**config.mk**
```make
export PLATFORM = sky130hd
export DESIGN_NAME = seq_pattern_detector
export DESIGN_NICKNAME = d
export VERILOG_FILES = /design/src/rtl/seq_det_pkg.sv /design/src/rtl/seq_pattern_detector_sat_counter.sv /design/src/rtl/seq_pattern_detector.sv
export SDC_FILE = /design/constraint.sdc
export NUM_CORES = 1
export LEC_CHECK = 0
export ABC_AREA = 1
export CAP_MARGIN = 30
export CORE_UTILIZATION = 44
export DETAILED_ROUTE_END_ITERATION = 8
export PLACE_DENSITY = 0.72
export SYNTH_ARGS = -nofsm -noshare
export SYNTH_HDL_FRONTEND = slang
export SYNTH_SLANG_ARGS = --single-unit
```
**constraint.sdc**
```tcl
create_clock -name clk -period 1.28 [get_ports clk]
set_input_delay 0.256 -clock clk [delete_from_list [all_inputs] [get_ports clk]]
set_output_delay 0.256 -clock clk [all_outputs]
set_load 0.005 [all_outputs]
```
**src/rtl/seq_det_pkg.sv**
```systemverilog
// Shared types and elaboration helpers for the serial pattern detector.
// Holds the FSM state encoding, parameter legality checks and fill-width sizing.
package seq_det_pkg;

   typedef enum logic {
      S_IDLE = 1'b0,
      S_RUN  = 1'b1
   } state_t;

   localparam int unsigned PAT_W_MIN = 32'd2;
   localparam int unsigned PAT_W_MAX = 32'd16;

   function automatic bit pat_w_legal(input int unsigned pat_w);
      return (pat_w >= PAT_W_MIN) && (pat_w <= PAT_W_MAX);
   endfunction

   // PATTERN is carried at full width; any bit above PAT_W-1 must be zero.
   function automatic bit pattern_fits(input logic [PAT_W_MAX-1:0] pattern,
                                       input int unsigned pat_w);
      return (pat_w >= PAT_W_MAX) || ((pattern >> pat_w) == 16'h0000);
   endfunction

   // fill counts up to pat_w-1, so $clog2(pat_w) bits are enough.
   function automatic int unsigned fill_w(input int unsigned pat_w);
      return (pat_w > 32'd2) ? $clog2(pat_w) : 32'd1;
   endfunction

endpackage

```
**src/rtl/seq_pattern_detector_sat_counter.sv**
```systemverilog
// Saturating up-counter with a synchronous clear that still honours a
// coincident increment; reusable wherever a sticky event count is needed.
module sat_counter #(
   parameter int unsigned CNT_W = 8
) (
   input  logic             clk,
   input  logic             reset,
   input  logic             inc,
   input  logic             clr,
   output logic [CNT_W-1:0] q
);

   localparam logic [CNT_W-1:0] CNT_MAX = {CNT_W{1'b1}};

   logic [CNT_W-1:0] cnt_r;
   logic [CNT_W-1:0] cnt_nxt_s;

   // Next count: clear wins, but an increment in the same cycle counts as one.
   always_comb begin
      cnt_nxt_s = cnt_r;
      if (clr) begin
         cnt_nxt_s = inc ? CNT_W'(1) : '0;
      end else if (inc && (cnt_r != CNT_MAX)) begin
         cnt_nxt_s = cnt_r + CNT_W'(1);
      end else begin
         cnt_nxt_s = cnt_r;
      end
   end

   // Count register.
   always_ff @(posedge clk) begin
      if (reset) begin
         cnt_r <= '0;
      end else begin
         cnt_r <= cnt_nxt_s;
      end
   end

   assign q = cnt_r;

endmodule

```
**src/rtl/seq_pattern_detector.sv**
```systemverilog
// Serial recogniser for an arbitrary PAT_W-bit pattern (MSB received first),
// with Mealy/Moore output timing, optional overlap and a saturating match count.
module seq_pattern_detector
   import seq_det_pkg::*;
#(
   parameter int unsigned          PAT_W   = 3,
   parameter logic [PAT_W_MAX-1:0] PATTERN = 16'h0007,
   parameter bit                   MOORE   = 1'b0,
   parameter bit                   OVERLAP = 1'b1,
   parameter int unsigned          CNT_W   = 8
) (
   input  logic             clk,
   input  logic             reset,
   input  logic             en,
   input  logic             d_in,
   input  logic             clear_cnt,
   output logic             d_out,
   output logic [CNT_W-1:0] match_cnt,
   output logic             armed
);

   localparam int unsigned       FILL_W   = fill_w(PAT_W);
   localparam int unsigned       HIST_W   = PAT_W - 32'd1;
   localparam logic [FILL_W-1:0] FILL_MAX = FILL_W'(PAT_W - 32'd1);
   localparam logic [PAT_W-1:0]  PAT_S    = PATTERN[PAT_W-1:0];

   if (!pat_w_legal(PAT_W) || !pattern_fits(PATTERN, PAT_W)) begin : g_param_chk
      $error("seq_pattern_detector: PAT_W must be 2..16 and PATTERN must fit in PAT_W bits");
   end

   state_t              state_r;
   state_t              state_nxt_s;
   logic [HIST_W-1:0]   hist_r;
   logic [HIST_W-1:0]   hist_nxt_s;
   logic [HIST_W-1:0]   hist_shift_s;
   logic [FILL_W-1:0]   fill_r;
   logic [FILL_W-1:0]   fill_nxt_s;
   logic                match_r;
   logic                hit_s;
   logic                d_unknown_s;

   // Flag an undriven serial input so RUN drops back to IDLE instead of matching garbage.
   always_comb begin
      d_unknown_s = 1'b0;
`ifndef SYNTHESIS
      if (d_in === 1'bx) begin
         d_unknown_s = 1'b1;
      end else begin
         d_unknown_s = 1'b0;
      end
`endif
   end

   assign hist_shift_s = HIST_W'({hist_r, d_in});

   // Next-state, history, fill and hit evaluation.
   always_comb begin
      state_nxt_s = state_r;
      hist_nxt_s  = hist_r;
      fill_nxt_s  = fill_r;
      hit_s       = 1'b0;
      case (state_r)
         S_IDLE: begin
            if (en) begin
               state_nxt_s = S_RUN;
               hist_nxt_s  = hist_shift_s;
               fill_nxt_s  = FILL_W'(1);
            end else begin
               state_nxt_s = S_IDLE;
            end
         end
         S_RUN: begin
            if (!en || d_unknown_s) begin
               state_nxt_s = S_IDLE;
               fill_nxt_s  = '0;
            end else begin
               hist_nxt_s = hist_shift_s;
               hit_s      = (fill_r == FILL_MAX) && ({hist_r, d_in} == PAT_S);
               // Without overlap a hit discards history so the next match needs PAT_W new bits.
               if (hit_s && (OVERLAP == 1'b0)) begin
                  fill_nxt_s = '0;
               end else if (fill_r == FILL_MAX) begin
                  fill_nxt_s = fill_r;
               end else begin
                  fill_nxt_s = fill_r + FILL_W'(1);
               end
            end
         end
         default: begin
            state_nxt_s = S_IDLE;
            fill_nxt_s  = '0;
         end
      endcase
   end

   // State, history and Moore match registers.
   always_ff @(posedge clk) begin
      if (reset) begin
         state_r <= S_IDLE;
         hist_r  <= '0;
         fill_r  <= '0;
         match_r <= 1'b0;
      end else begin
         state_r <= state_nxt_s;
         hist_r  <= hist_nxt_s;
         fill_r  <= fill_nxt_s;
         match_r <= hit_s;
      end
   end

   sat_counter #(
      .CNT_W (CNT_W)
   ) u_match_cnt (
      .clk   (clk),
      .reset (reset),
      .inc   (hit_s),
      .clr   (clear_cnt),
      .q     (match_cnt)
   );

   assign d_out = MOORE ? match_r : hit_s;
   assign armed = (state_r == S_RUN);

endmodule

```
==> flow_metrics.tcl, run 1 <==
set metrics [dict create \
    drtIter0Drc 65 \
    clk_pin_slew_worst_paths_ns 0.08 \
    wl_met1_mm 1.18 \
    yosys_warnings 0 \
    cap_violations 0 \
    power.switching_w 0.000230 \
    die_h_microns 42.9 \
    min_path_type "flop to flop" \
    clock_latency_ns 0.29 \
    utilization 0.857 \
    clock_path_buffers 2 \
    grt_pass1_vias 934 \
    cts-root-buf "clkbuf_4" \
    slew_headroom 0.778 \
    wl_per_cell_microns 17.7 \
    p_comb_frac 0.158 \
    synthMostInstantiatedCell "nand2_1" \
    ant_nets 0 \
    drcViolationCount 0 \
    gp_congestion 0.883 \
    antenna_found_initial 0 \
    violations "setup timing" \
    synth_edf_count 0 \
    netlist_top_cells_area "dfxtp_1 (35%), nand2_1 (14%), nor2_1 (9.2%), nand3_1 (8.2%), inv_1 (6.1%)" \
    n_fill_cell 80 \
    seqCellArea_sq_um 277 \
    cts_buffers 3 \
    clock_power_share 0.328 \
    syn_area_per_cell_sq_um 6.63 \
    fin_crit_ns 1.42 \
    port_buffers 14 \
    layout_setup_ws_ns -0.137 \
    cp_cell_sequence "clkdlybuf4s50_1 -> nand3_2 -> nor2_4 -> buf_2" \
    core_sq_mm 0.00154 \
    start_util 0.477 \
    synth_seq_area_share 0.354 \
    rsz0062_at_grt "true" \
    syn_area_sq_um 736 \
    p_leak_nw 0.590 \
    worst_setup_path_end_kind "primary output" \
    vias 967 \
    p_int_w 0.000594 \
    synth_top_area_frac 0.354 \
    power_density_mw_per_mm2 623 \
    met3_length_microns 144 \
    yosysUniqueCellTypes 20 \
    path_class "primary input to primary output" \
    synth-main-ff-cell "dfxtp_1" \
    async_flop_share 0 \
    max_stage_delay_ns 0.50 \
    totalWireLength_mm 3.03 \
    report.final.slew_viol_count 0 \
    multi_input_area_sq_um 599 \
    viasPerCell 5.65 \
    antenna_cells 0 \
    post-place-ws_ns -0.457 \
    required_ns 1.02 \
    tritoncts "built" \
    hpwl_mm 1.41 \
    tns_ns -0.595 \
    grt_remaining_overflow 0 \
    place_inst 154 \
    layout-drive-gt1-share 0.516 \
    crit_path_top_delay_cell "clkdlybuf4s50_1" \
    top_layer_used "met4" \
    finalClockSkew_ns 0.0185 \
    max_freq_mhz 706 \
    start_kind "primary input" \
    swShare 0.279 \
    synth_top_cell_by_area "dfxtp_1" \
    fp.dieW_microns 42.9 \
    grt_usage 0.318 \
    io_pins 15 \
    hold_viol 0 \
    numClockSinks 13 \
    final_cells 171 \
    arrival_ns 1.16 \
    grt_max_degree 8 \
    peakVddDrop_v 0.000719 \
    rows 14 \
    synth_nets 118 \
    synthCells 111 \
    ys_ff_latch 13 \
    final_nets 163 \
    wl_met2_mm 1.59 \
    die_area_sq_mm 0.00184 \
    critPathMaxFanout 2 \
    h-tree-depth 1 \
    areaGrowthSynthToFinish_pct 79.6 \
    seqPwrFrac 0.514 \
    layout_worst_path_cycle_share 1.11 \
    yosys-top-cells-count "nand2_1 (27), nor2_1 (18), dfxtp_1 (13)" \
    tightestPinTransition_ns 0.332 \
    grt_first_pass_wirelength_mm 4.24 \
    hold_buffers 0 \
    dr.pass1.iters 4 \
    status "complete, but fails checks" \
    setup_viol_count_final 9 \
]
cell usage in the layout (no fill, tap or decap), types with 2 or more instances in the layout:
| cell type | instances |
|---|---|
| nand2_8 | 3 |
| inv_2 | 2 |
| nand3_1 | 10 |
| nor2_1 | 13 |
| nand2_2 | 5 |
| ha_4 | 2 |
| nand3_2 | 2 |
| dfxtp_2 | 10 |
| buf_4 | 20 |
| clkbuf_4 | 3 |
| nand2_4 | 5 |
| buf_6 | 6 |
| nand2_1 | 19 |
| dlygate4sd2_1 | 7 |
| clkdlybuf4s50_1 | 4 |
| o21ai_0 | 3 |
| inv_1 | 11 |
| a21oi_2 | 8 |
| dfxtp_1 | 2 |
| clkdlybuf4s15_1 | 2 |
| nor2_4 | 2 |
| nor2_2 | 5 |
| o21ai_2 | 2 |
per-stage QoR:
step / total power, W / instance area (sq um) / hold WS, ns
final: 0.000823 / 1320 / 0.537
after global routing: 0.000854 / 1320 / 0.564
after CTS: 0.000801 / 1200 / 0.503
after detailed placement: 0.000521 / 997 / 0.468
after global placement: 0.000518 / 997 / 0.453
after floorplan: 0.000469 / 736 / 0.391
what timing repair did:
item,4_1_cts,5_1_grt
pin swaps,6,19
gates resized for setup,41,32
setup buffers,13,2
endpoints found under the setup margin,18,11
cloned,1,0
per-layer routing:
layer / track usage / vias to the layer above
met5: 0 / -
met4: 0.169 / 0
met3: 0.0511 / 13
met2: 0.585 / 56
met1: 0.338 / 450
li1: - / 448
kinds of logic (layout without fill, tap and decap cells):
kind of cell | count (synthesis) | count (layout) | synth area share
and+or+nand+nor | 66 | 67 | 0.412
AOI/OAI and AO/OA | 15 | 15 | 0.124
buffers and inverters | 15 | 58 | 0.0765
DFF | 13 | 13 | 0.354
adders and majority gates | 2 | 2 | 0.0340
layout make-up:
| class | instances | area share |
|---|---|---|
| Inverter | 14 | 0.0417 |
| Sequential cell | 13 | 0.209 |
| Tap cell | 16 | 0.0152 |
| Timing Repair Buffer | 40 | 0.260 |
| Multi-Input combinational cell | 84 | 0.454 |
| Clock buffer | 4 | 0.0199 |
sequential cells by signal, summed over array words and instances (netlist names):
register       cells
u_match_cnt.q      8
fill_r             2
hist_r             2
armed              1
critical path, delay by kind of cell:
family,cells,cell delay (ns)
buffers and inverters,2,0.63
and+or+nand+nor,2,0.27
power groups by stage:
stage | Sequential (W) | Clock [W] | Combinational (W)
floorplan | 0.000432 | 0 | 0.0000371
global placement | 0.000430 | 0 | 0.0000887
finish | 0.000423 | 0.000270 | 0.000130
global route | 0.000424 | 0.000292 | 0.000137
CTS | 0.000420 | 0.000277 | 0.000105
detailed placement | 0.000430 | 0 | 0.0000917
final timing paths:
check | from | end | slack, ns | depth (start not counted)
setup / recovery | d_in | d_out | -0.14 | 4
hold reg to reg | fill_r[1] | fill_r[1] | 0.54 | 2
hold / removal | fill_r[1] | fill_r[1] | 0.54 | 2
setup reg to reg | fill_r[0] | u_match_cnt.q[4] | -0.09 | 9
Note: power is estimated with default switching activity, not from simulation.
==> run 2, diff against run 1 <==
--- a/config.mk
+++ b/config.mk
@@ -6,7 +6,7 @@
 export NUM_CORES = 1
 export LEC_CHECK = 0
 export ABC_AREA = 1
-export CAP_MARGIN = 30
+export CAP_MARGIN = 20
 export CORE_UTILIZATION = 44
 export DETAILED_ROUTE_END_ITERATION = 8
 export PLACE_DENSITY = 0.72
==> results of run 2 <==
No change in the layout: final DEF, timing and power equal those of run 1.
